$ cat src/rtl/spi_reg_target.sv
// spi_reg_target: SPI mode-0 register target. The SPI pins are oversampled in
// the c domain, frames of {addr, R/W, data} are decoded MSB first, and a
// single-cycle read/write port to an external register file is driven.
module spi_reg_target #(
    parameter int ADDR_W = 9,
    parameter int DATA_W = 16
) (
    input  logic              c,
    input  logic              rst_n,
    input  logic              spi_cs,
    input  logic              spi_sck,
    input  logic              spi_mosi,
    output logic              spi_miso,
    output logic              spi_miso_oe,
    output logic [ADDR_W-1:0] reg_addr,
    output logic              reg_rd,
    input  logic [DATA_W-1:0] reg_rdata,
    output logic              reg_wr,
    output logic [DATA_W-1:0] reg_wdata,
    output logic              frame_done,
    output logic              frame_abort
);

    localparam int N  = ADDR_W + 1 + DATA_W;
    localparam int CW = $clog2(N + 1);
    // Bit count just before the R/W rise and just before the final rise
    localparam logic [CW-1:0] CNT_RW   = CW'(ADDR_W);
    localparam logic [CW-1:0] CNT_LAST = CW'(N - 1);

    typedef enum logic [1:0] {
        S_IDLE,
        S_ADDR,
        S_DATA,
        S_DONE
    } state_e;

    // Synchronizer and edge-detect flops
    logic       cs_s1_q, cs_s2_q, cs_d_q;
    logic       sck_s1_q, sck_s2_q, sck_d_q;
    logic       mosi_s1_q, mosi_s2_q;
    logic [1:0] settle_q;
    logic       armed_q;

    // Frame state
    state_e             state_q, state_d;
    logic [CW-1:0]      cnt_q, cnt_d;
    logic [ADDR_W-1:0]  sr_q, sr_d;
    logic               rw_q, rw_d;
    logic [DATA_W-2:0]  wsh_q, wsh_d;
    logic [DATA_W-1:0]  tx_q, tx_d;
    logic               ld_q, ld_d;

    // Registered outputs
    logic               miso_q, miso_d;
    logic               oe_q, oe_d;
    logic [ADDR_W-1:0]  addr_q, addr_d;
    logic               rd_q, rd_d;
    logic               wr_q, wr_d;
    logic [DATA_W-1:0]  wdata_q, wdata_d;
    logic               done_q, done_d;
    logic               abort_q, abort_d;

    logic sck_rise, sck_fall, cs_rise, cs_fall, wr_pre;

    // Two-flop synchronizers plus one delay stage for edge detection. After
    // reset the CS synchronizer holds a fake "high" that would look like a
    // falling edge if CS is already low, so falling edges are only honoured
    // once CS has really been observed high (armed).
    always_ff @(posedge c) begin
        if (!rst_n) begin
            cs_s1_q   <= 1'b1;
            cs_s2_q   <= 1'b1;
            cs_d_q    <= 1'b1;
            sck_s1_q  <= 1'b0;
            sck_s2_q  <= 1'b0;
            sck_d_q   <= 1'b0;
            mosi_s1_q <= 1'b0;
            mosi_s2_q <= 1'b0;
            settle_q  <= 2'b00;
            armed_q   <= 1'b0;
        end else begin
            cs_s1_q   <= spi_cs;
            cs_s2_q   <= cs_s1_q;
            cs_d_q    <= cs_s2_q;
            sck_s1_q  <= spi_sck;
            sck_s2_q  <= sck_s1_q;
            sck_d_q   <= sck_s2_q;
            mosi_s1_q <= spi_mosi;
            mosi_s2_q <= mosi_s1_q;
            settle_q  <= {settle_q[0], 1'b1};
            if (settle_q[1] && cs_s2_q) begin
                armed_q <= 1'b1;
            end
        end
    end

    assign sck_rise = sck_s2_q & ~sck_d_q;
    assign sck_fall = ~sck_s2_q & sck_d_q;
    assign cs_rise  = cs_s2_q & ~cs_d_q;
    assign cs_fall  = armed_q & cs_d_q & ~cs_s2_q;

    // The final rise of a write frame is visible one cycle early in the first
    // synchronizer stage; registering from there puts reg_wr in the same cycle
    // the synchronized rise is seen. CS going high next cycle cancels it.
    assign wr_pre = (state_q == S_DATA) && rw_q && (cnt_q == CNT_LAST) &&
                    sck_s1_q && !sck_s2_q && !cs_s1_q && !cs_s2_q;

    // Frame state and output registers
    always_ff @(posedge c) begin
        if (!rst_n) begin
            state_q <= S_IDLE;
            cnt_q   <= '0;
            sr_q    <= '0;
            rw_q    <= 1'b0;
            wsh_q   <= '0;
            tx_q    <= '0;
            ld_q    <= 1'b0;
            miso_q  <= 1'b0;
            oe_q    <= 1'b0;
            addr_q  <= '0;
            rd_q    <= 1'b0;
            wr_q    <= 1'b0;
            wdata_q <= '0;
            done_q  <= 1'b0;
            abort_q <= 1'b0;
        end else begin
            state_q <= state_d;
            cnt_q   <= cnt_d;
            sr_q    <= sr_d;
            rw_q    <= rw_d;
            wsh_q   <= wsh_d;
            tx_q    <= tx_d;
            ld_q    <= ld_d;
            miso_q  <= miso_d;
            oe_q    <= oe_d;
            addr_q  <= addr_d;
            rd_q    <= rd_d;
            wr_q    <= wr_d;
            wdata_q <= wdata_d;
            done_q  <= done_d;
            abort_q <= abort_d;
        end
    end

    // Next-state decode: frame sequencing, shifting and strobes
    always_comb begin
        state_d = state_q;
        cnt_d   = cnt_q;
        sr_d    = sr_q;
        rw_d    = rw_q;
        wsh_d   = wsh_q;
        tx_d    = tx_q;
        ld_d    = rd_q;
        miso_d  = miso_q;
        oe_d    = oe_q;
        addr_d  = addr_q;
        rd_d    = 1'b0;
        wr_d    = 1'b0;
        wdata_d = wdata_q;
        done_d  = 1'b0;
        abort_d = 1'b0;

        // Read data is valid the cycle after the strobe cycle
        if (ld_q) begin
            tx_d = reg_rdata;
        end

        if (wr_pre) begin
            wr_d    = 1'b1;
            wdata_d = {wsh_q, mosi_s1_q};
        end

        unique case (state_q)
            S_IDLE: begin
                if (cs_fall) begin
                    cnt_d   = '0;
                    sr_d    = '0;
                    wsh_d   = '0;
                    oe_d    = 1'b1;
                    miso_d  = 1'b0;
                    state_d = S_ADDR;
                end
            end
            S_ADDR: begin
                if (cs_rise) begin
                    abort_d = 1'b1;
                    oe_d    = 1'b0;
                    miso_d  = 1'b0;
                    state_d = S_IDLE;
                end else if (sck_rise) begin
                    sr_d  = {sr_q[ADDR_W-2:0], mosi_s2_q};
                    cnt_d = cnt_q + CW'(1);
                    if (cnt_q == CNT_RW) begin
                        addr_d  = sr_q;
                        rw_d    = mosi_s2_q;
                        rd_d    = !mosi_s2_q;
                        state_d = S_DATA;
                    end
                end
            end
            S_DATA: begin
                if (cs_rise) begin
                    abort_d = 1'b1;
                    oe_d    = 1'b0;
                    miso_d  = 1'b0;
                    state_d = S_IDLE;
                end else if (sck_rise) begin
                    cnt_d = cnt_q + CW'(1);
                    if (rw_q) begin
                        wsh_d = {wsh_q[DATA_W-3:0], mosi_s2_q};
                    end
                    if (cnt_q == CNT_LAST) begin
                        miso_d  = 1'b0;
                        state_d = S_DONE;
                    end
                end else if (sck_fall && !rw_q) begin
                    miso_d = tx_q[DATA_W-1];
                    tx_d   = {tx_q[DATA_W-2:0], 1'b0};
                end
            end
            S_DONE: begin
                if (cs_rise) begin
                    done_d  = 1'b1;
                    oe_d    = 1'b0;
                    miso_d  = 1'b0;
                    state_d = S_IDLE;
                end
            end
            default: begin
                state_d = S_IDLE;
            end
        endcase
    end

    assign spi_miso    = miso_q;
    assign spi_miso_oe = oe_q;
    assign reg_addr    = addr_q;
    assign reg_rd      = rd_q;
    assign reg_wr      = wr_q;
    assign reg_wdata   = wdata_q;
    assign frame_done  = done_q;
    assign frame_abort = abort_q;

endmodule

$ cat config.mk
export PLATFORM = sky130hd
export DESIGN_NAME = spi_reg_target
export DESIGN_NICKNAME = d
export VERILOG_FILES = /design/src/rtl/spi_reg_target.sv
export SDC_FILE = /design/constraint.sdc
export NUM_CORES = 1
export LEC_CHECK = 0
export BUFFER_PORTS_ARGS = -buffer_cell sky130_fd_sc_hd__buf_2
export CORE_ASPECT_RATIO = 1.75
export CORE_MARGIN = 5
export CORE_UTILIZATION = 51
export CTS_CLUSTER_SIZE = 25
export DETAILED_ROUTE_END_ITERATION = 8
export PLACE_DENSITY = 0.84
export SYNTH_ARGS = -nofsm -noshare
export SYNTH_HDL_FRONTEND = slang
export SYNTH_SLANG_ARGS = --single-unit
$ cat constraint.sdc
create_clock -name c -period 1.9 [get_ports c]
set_input_delay 0.19 -clock c [delete_from_list [all_inputs] [get_ports c]]
set_output_delay 0.19 -clock c [all_outputs]
set_load 0.03 [all_outputs]
# Yosys cells after proc, flatten, opt, wreduce, memory -nomap -nowiden
# Index checks and enable logic that the tools add are counted.
[totals]
regBits = 91
latchBits = 0
ramBits = 0
mem_bits_ro = 0
in_bits = 21
out_inout_bits = 31
word_cells = 132
n_memories = 0
[classes]
add_sub_neg = 1
mul = 0
n_div = 0
n_lt_le_gt_ge = 0
eq_ne = 22
shift = 0
muxes = 39
bitwise = 14
n_reduce_logical = 30
[ops]
columns = ["op", "count"]
rows = [
  ["2-to-1 mux 16 bit", 5],
  ["2-to-1 mux 15 bit", 4],
  ["one-hot mux 15 bit (2 select lines)", 1],
  ["2-to-1 mux 9 bit", 3],
  ["one-hot mux 9 bit (2 select lines)", 1],
  ["2-to-1 mux 2 bit", 8],
  ["!= test 2 bit, second input constant", 8],
  ["AND reduction 4 bit", 4],
  ["2-to-1 mux 5 bit", 3],
  ["2-to-1 mux 1 bit", 10],
  ["one-hot mux 5 bit (2 select lines)", 1],
  ["!= test 3 bit, second input constant", 3],
  ["NOT 1 bit", 9],
  ["logical AND 1 bit", 8],
  ["!= test 4 x 3 -> 1 bit, second input constant", 2],
  ["one-hot mux 2 bit (4 select lines)", 1],
  ["!= test 2 x 1 -> 1 bit, second input constant", 3],
  ["AND reduction 2 bit", 3],
  ["AND reduction 6 bit", 1],
  ["nonzero test 2 bit", 3],
  ["adder 5 x 1 -> 5 bit, second input constant", 1],
  ["AND 1 bit", 5],
  ["equality test 5 x 4 -> 1 bit, second input constant", 1],
  ["equality test 5 bit, second input constant", 1],
  ["other kinds (11)", 17],
]

# Longest topological paths before layout
# Gate-level depths: netlist of run 1.
[logic_depth]
word_depth = 8
mapped_depth = 9
depth_no_buf = 7

# Least setup slack after synthesis of run 1
# Ideal clock, no wire load.
[synth_path]
path_kind = "flip-flop to flip-flop"
from = "register state_q[0]"
to = "register cnt_q[1]"
setup_time_ps = 70
arrival_time_ps = 1792
setup_slack_ps = 38
path_stages_with_launch = 9
n_path_buf = 1
synth_period_minus_slack_ps = 1862
cell_sequence = "dfxtp_1 inv_1 ha_1 buf_2 nor3b_1 o211a_1 nor2_1 or3b_1 a21oi_1"
[synth_via]
elab_chain_cells = 4
elab_cells_between_ends = 10
classes_between = "eq/ne (5); mux (1); reduce/logical (4)"
[synth_rtl]
columns = ["element", "line_no", "text"]
rows = [
  ["from (decl)", "45", "state_e state_q, state_d;"],
  ["from (signal assigned)", "127", "state_q <= state_d;"],
  ["equality test 2 bit or equality test 2 x 1 -> 1 bit (tied branches)", "173", "unique case (state_q)"],
  ["OR reduction 2 bit (no line)", "n/a", ""],
  ["!= test 2 bit (no line) (tied with other cells)", "n/a", ""],
  ["AND reduction 4 bit (no line)", "n/a", ""],
  ["to (signal assigned)", "128", "cnt_q <= cnt_d;"],
  ["to (decl)", "46", "logic [CW-1:0] cnt_q, cnt_d;"],
]
# Several ways; a longest one is shown, not always the timed one.
# A chain may end at the register's enable or synchronous reset.

# Final worst setup path of run 1
[layout_path]
from = "register cnt_q[1]"
to = "register wdata_q[14], in the netlist reg_wdata[14]"
[layout_via]
elab_chain_cells = 6
[layout_rtl]
columns = ["element", "line_no", "text"]
rows = [
  ["equality test 5 bit", "105", "assign wr_pre = (state_q == S_DATA) && rw_q && (cnt_q == CNT_LAST) &&"],
  ["logical AND 1 bit (2 in series)", "105", ""],
  ["logical AND 1 bit (3 in series)", "106", "sck_s1_q && !sck_s2_q && !cs_s1_q && !cs_s2_q;"],
  ["to (signal assigned)", "139", "wdata_q <= wdata_d;"],
  ["to (decl)", "59", "logic [DATA_W-1:0] wdata_q, wdata_d;"],
]
# No other way between the ends.

==> results of run 1 <==
critical path, stage by stage (launching register included):
cell,delay (ps)
dfxtp_1,340
inv_1,70
ha_1,170
nand4b_1,150
or4b_4,560
buf_12,180
mux2i_1,200
nor2_1,60
cell type report:
cell class / count / area [µm²]
fill: 548 / 2540
timing repair buffer: 67 / 413
tap: 84 / 105
sequential: 91 / 1820
clock buffer: 12 / 256
clock inverter: 4 / 72.6
multi-input combinational: 258 / 1680
inverter: 6 / 22.5
power groups by stage:
| stage | Combinational (µW) | Clock (µW) | Sequential, µW |
|---|---|---|---|
| floorplan | 164 | 0 | 1990 |
| global placement | 260 | 0 | 1980 |
| detailed placement | 266 | 0 | 1980 |
| CTS | 270 | 1950 | 1940 |
| global route | 305 | 2050 | 1940 |
| finish | 282 | 1930 | 1940 |
metrics by stage:
step / area [µm²] / util / worst slack (ps)
finish: 4370 / 0.633 / 25.5
global route: 4370 / 0.633 / -42.7
CTS: 4330 / 0.627 / 1.51
detailed placement: 3990 / 0.578 / -27.5
global placement: 3990 / 0.578 / 73.5
floorplan: 3620 / - / 37.9
repair_timing:
action / 4_1_cts / 5_1_grt
resized for setup: 2 / 10
hold buffers: 0 / 0
setup endpoints to repair: 5 / 36
pin swaps: 1 / 2
routing by layer:
layer	share of wire	global-route usage	up-vias	wire length, µm
met3	0.045	0.0473	24	345
met1	0.38	0.193	1372	2910
met4	0.041	0.124	0	310
li1	-	-	1435	-
met5	0	0	-	0
met2	0.53	0.303	71	4060
how the worst min path moves through the flow:
stage / startpoint / to / cells past startpoint
6_report: spi_cs / cs_s1_q$_SDFF_PN1_ / 2
5_1_grt: spi_cs / cs_s1_q$_SDFF_PN1_ / 2
4_1_cts: spi_cs / cs_s1_q$_SDFF_PN1_ / 2
3_5_place_dp: spi_cs / cs_s1_q$_SDFF_PN1_ / 2
3_3_place_gp: spi_cs / cs_s1_q$_SDFF_PN1_ / 2
2_1_floorplan: rst_n / settle_q[0]$_DFF_P_ / 0
sequential cells by signal, indices dropped and copies added (netlist names), 2 cells and up:
register,count
cnt_q,5
reg_addr,9
reg_wdata,16
settle_q,2
sr_q,9
state_q,2
tx_q,16
wsh_q,15
kinds of logic (layout without fill, tap and decap cells):
kind of cell,Yosys count,count (layout)
AOI/OAI and AO/OA,59,59
xor gates and xnor gates,1,1
adders and majority gates,7,7
buffers and inverters,31,89
DFF,91,91
muxes,51,51
and+or+nand+nor,140,140
placed cells by master (no fill, tap or decap), types with 4 or more instances in the layout:
cell	count
buf_2	51
nand2_1	32
nand3_1	32
mux2i_1	51
a211oi_1	16
clkbuf_16	9
buf_4	13
inv_1	4
ha_1	5
a21oi_1	24
dfxtp_1	91
o21ai_0	6
and2_1	8
nor2_1	46
==> results.toml, run 1 <==
[status]
status = "complete, no violations"

[floorplanning]
die_h_um = 121
core_um2 = 6910
rows = 40
start_util = 0.524
fp.dieW_um = 73.7
die-area_um2 = 8940
top_level_ports = 52

[drt]
initialDrtViolationCount = 228
wl_um = 7620
via_per_inst = 5.56
drcViolationCount = 0
num_vias = 2902
drtAntennaViolNets = 0
routedWlPerCell_um = 14.6
drt_pass1_iterations = 4

[pwr]
seqPwrFrac = 0.468
power.internal_uw = 3250
power_density_nw_per_um2 = 950
p_sw_frac = 0.216
clock_power_share = 0.464
p_leak_uw = 0.00190
power_uw = 4150
ir_drop_v = 0.000581
power_frac_comb = 0.068
p_switching_uw = 897

[placement]
dp_hpwl_um = 5130
placed_cells = 506
gp_congestion = 0.945
portBuffers = 51

[cts]
cts_tree = "yes"
htree_levels = 3
cts_setup_buffers = 0
cts_buffers = 9
cts.sinks = 91
cts_root_buf = "clkbuf_16"
cts_buffer_depth = 2
clk_pin_slew_ps = 60
clkLatencyLatePin_ps = 340

[yosys]
synth_top_area_cell = "dfxtp_1"
ys_seq_elements = 91
synth_seq_area_share = 0.504
async_reset_ff_frac = 0
synth_mux_area_frac = 0.141
synth.top_cells.by_count = "dfxtp_1 (91), mux2i_1 (51), nor2_1 (47), nand2_1 (32), nand3_1 (32)"
synthXorXnorAreaFrac = 0.00242
synth_top_family_by_area = "simple AND/OR/NAND/NOR gates"
ys_types = 42
synthAdderAreaFrac = 0.0242
synthTopCellsByArea = "dfxtp_1 (50%), mux2i_1 (14%), nor2_1 (4.9%), nand3_1 (4.4%), a211oi_1 (3.5%)"
ys_warn_count = 0
synth_nets = 408
synth_flop_cell = "dfxtp_1"
synthDominantCellAreaShare = 0.504
synth_edf_count = 0
syn_area_per_cell_um2 = 9.52
synthCells = 380
yosysMostFrequentCell = "dfxtp_1"
synth_simple_gate_area_frac = 0.180
syn-cell-area_um2 = 3620
synth-compound-area-share = 0.103

[critical_path]
cp-endpoint = "reg_wdata[14]$_SDFFE_PN0P_"
critical_path_peak_fanout = 17
critPathLaunch = "cnt_q[1]$_SDFFE_PN0P_"
critPathKind = "flip-flop to flip-flop"
r2r-end = "reg_wdata[14]$_SDFFE_PN0P_"
rr_startpoint = "cnt_q[1]$_SDFFE_PN0P_"
rr_worst_depth = 7
r2r_slack_ps = 30
end_kind = "flip-flop"
crit_arrival_ps = 2080
cp.required_ps = 2100
startpoint_type = "flip-flop"

[timing]
worst_pin_slew_ps = 618
period_share = 0.987
rsz0062_at_grt = "yes"
setup_viol = 0
fmax_mhz = 533
finalCriticalPeriod_ps = 1870
hold_viol_final = 0
hold_slack_ps = 39.2
slew_viol_final = 0
slew_headroom = 0.587
fin_tns_setup_ps = 0
skew_ps = 5.24

[layout]
syn2layout_area_growth_pct = 20.8
final_nets = 461
layout.cells.non_filler = 522
drive_gt1_frac = 0.215
antenna_cells = 0

[global_routing]
grt_pass1_vias = 2793
grt_pass1_wl_um = 12500
grtUsageTotal = 0.181
grt_overflow = 0
antenna_found_initial = 0
grt_max_degree = 37

[flow_run]
drv_cap = 0

[min_path]
hold_class = "input port to flip-flop"
Power figures use the tool's default switching activity.
==> run 2, diff against run 1 <==
Settings changed: RECOVER_POWER set to 25.
==> results.toml, run 2 (synthesis gave the netlist of run 1 again) <==
[min_path]
holdPathStages = 2
worstHoldEndpoint = "cs_s1_q$_SDFF_PN1_"
holdCritStartpoint = "spi_cs"
hold_class = "input port to flip-flop"

[global_routing]
use_met2 = 0.303
grt_max_degree = 37
grt_use_met1 = 0.193
grtUsageTotal = 0.181
grt_pass1_wl_um = 12500
antenna_found_initial = 0
grt_pass1_vias = 2793
grt_overflow = 0
gr-usage-met3 = 0.0473
grt-busiest-layer = "met2"

[timing]
slew_viol_final = 0
fmax_mhz = 535
rsz0062_at_grt = "yes"
slew_headroom = 0.609
hold_viol_final = 0
finalCriticalPeriod_ps = 1870
period_share = 0.983
skew_ps = 6.06
setup_viol = 0
fin_tns_setup_ps = 0
worst_pin_slew_ps = 586

[floorplanning]
die_h_um = 121
start_util = 0.524
fp.dieW_um = 73.7
core_um2 = 6910
die-area_um2 = 8940
rows = 40
top_level_ports = 52

[critical_path]
r2r_slack_ps = 30
startpoint_type = "flip-flop"
end_kind = "flip-flop"
rr_worst_depth = 7
critPathKind = "flip-flop to flip-flop"
critical_path_peak_fanout = 17
cp.required_ps = 2110
rr_startpoint = "cnt_q[1]$_SDFFE_PN0P_"
crit_arrival_ps = 2070
r2r-end = "reg_wdata[14]$_SDFFE_PN0P_"

[layout]
utilization = 0.630
final_cell_area_um2 = 4350
syn2layout_area_growth_pct = 20.2
final_nets = 461
seq_area_um2 = 1820
nFillCells = 555
final_cell_mix = "dfxtp_1 (91), mux2i_1 (51), nor2_1 (46)"
drive_gt1_frac = 0.178
layout_commonest_cell = "dfxtp_1"
multiInputGateArea_um2 = 1680
antenna_cells = 0
layout.cells.non_filler = 522

[placement]
placed_cells = 506
portBuffers = 51
gp_congestion = 0.945
dp_hpwl_um = 5130
placed_cell_area_um2 = 3990

[flow_run]
drv_cap = 0

[cts]
clk_pin_slew_ps = 60
cts.sinks = 91
cts_root_buf = "clkbuf_16"
cts_setup_buffers = 0
cts_buffers = 9
cts_tree = "yes"
htree_levels = 3
cts_hold_buf = 0
cts_buffer_depth = 2
clkLatencyLatePin_ps = 340

[pwr]
p_leak_uw = 0.00183
clock_power_share = 0.464
p_sw_frac = 0.216
ir_drop_v = 0.000582
power_density_nw_per_um2 = 955
power_frac_comb = 0.068
power.internal_uw = 3250
p_switching_uw = 899
power_uw = 4150
seqPwrFrac = 0.468

[drt]
routedWlPerCell_um = 14.6
wl_um = 7610
initialDrtViolationCount = 195
via_per_inst = 5.53
drcViolationCount = 0
drtAntennaViolNets = 0
drt_pass1_iterations = 4
num_vias = 2887

[status]
status = "complete, no violations"
[run 2: cell types whose count changed in the layout (fill, tap and decap cells not counted)]
cell / change
clkbuf_1: +16
and2_1: -5
and2_0: +5
buf_2: -16
[run 2: metrics by stage]
step           hold WS (ps)  setup WS, ps
2_1_floorplan           218          37.9
3_3_place_gp            371          73.5
3_5_place_dp            382         -27.5
4_1_cts                32.3          1.51
5_1_grt                30.7         -42.7
6_report               39.7          32.4
[run 2: metal layers]
| layer | share of wire | routed length, µm |
|---|---|---|
| met5 | 0 | 0 |
| met1 | 0.39 | 2960 |
| met3 | 0.045 | 342 |
| met2 | 0.53 | 4000 |
| met4 | 0.041 | 313 |
[run 2: power groups by stage]
| stage | clock network (µW) | registers (µW) | logic, µW |
|---|---|---|---|
| after floorplan | 0 | 1990 | 164 |
| after global placement | 0 | 1980 | 260 |
| after detailed placement | 0 | 1980 | 266 |
| after CTS | 1950 | 1940 | 270 |
| after global routing | 2050 | 1940 | 305 |
| final | 1930 | 1940 | 281 |
[run 2: timing repair]
action                                  4_1_cts  5_1_grt
pin swaps                                     1        2
hold endpoints to repair                      0        0
endpoints found under the setup margin        5       36
gates cloned                                  0        0
resized for setup                             2       10
[run 2: critical path, cell delays in order (launching register included)]
cell and delay (ps):
dfxtp_1 340, inv_1 70, ha_1 170, nand4b_1 160, or4b_4 560, buf_12 180
mux2i_1 200, nor2_1 60
[run 2: how the worst max path moves through the flow]
| stage | startpoint | end | slack, ps | cells after the start |
|---|---|---|---|---|
| final | cnt_q[1]$_SDFFE_PN0P_ | reg_wdata[14]$_SDFFE_PN0P_ | 30 | 7 |
| after global routing | state_q[0]$_SDFFE_PN0P_ | wsh_q[3]$_SDFFE_PN0P_ | -40 | 9 |
| after CTS | cnt_q[1]$_SDFFE_PN0P_ | reg_wdata[14]$_SDFFE_PN0P_ | 2 | 7 |
| after detailed placement | state_q[1]$_SDFFE_PN0P_ | cnt_q[3]$_SDFFE_PN0P_ | -30 | 7 |
| after global placement | state_q[0]$_SDFFE_PN0P_ | cnt_q[1]$_SDFFE_PN0P_ | 70 | 7 |
| after floorplan | state_q[0]$_SDFFE_PN0P_ | cnt_q[1]$_SDFFE_PN0P_ | 40 | 8 |
[run 2: final cells by class]
cell class,instances,area share
Inverter,6,0.00518
Timing Repair Buffer,67,0.0903
Multi-Input combinational cell,258,0.386
Clock inverter,4,0.0167
Clock buffer,12,0.0590
Sequential cell,91,0.419
Tap cell,84,0.0242
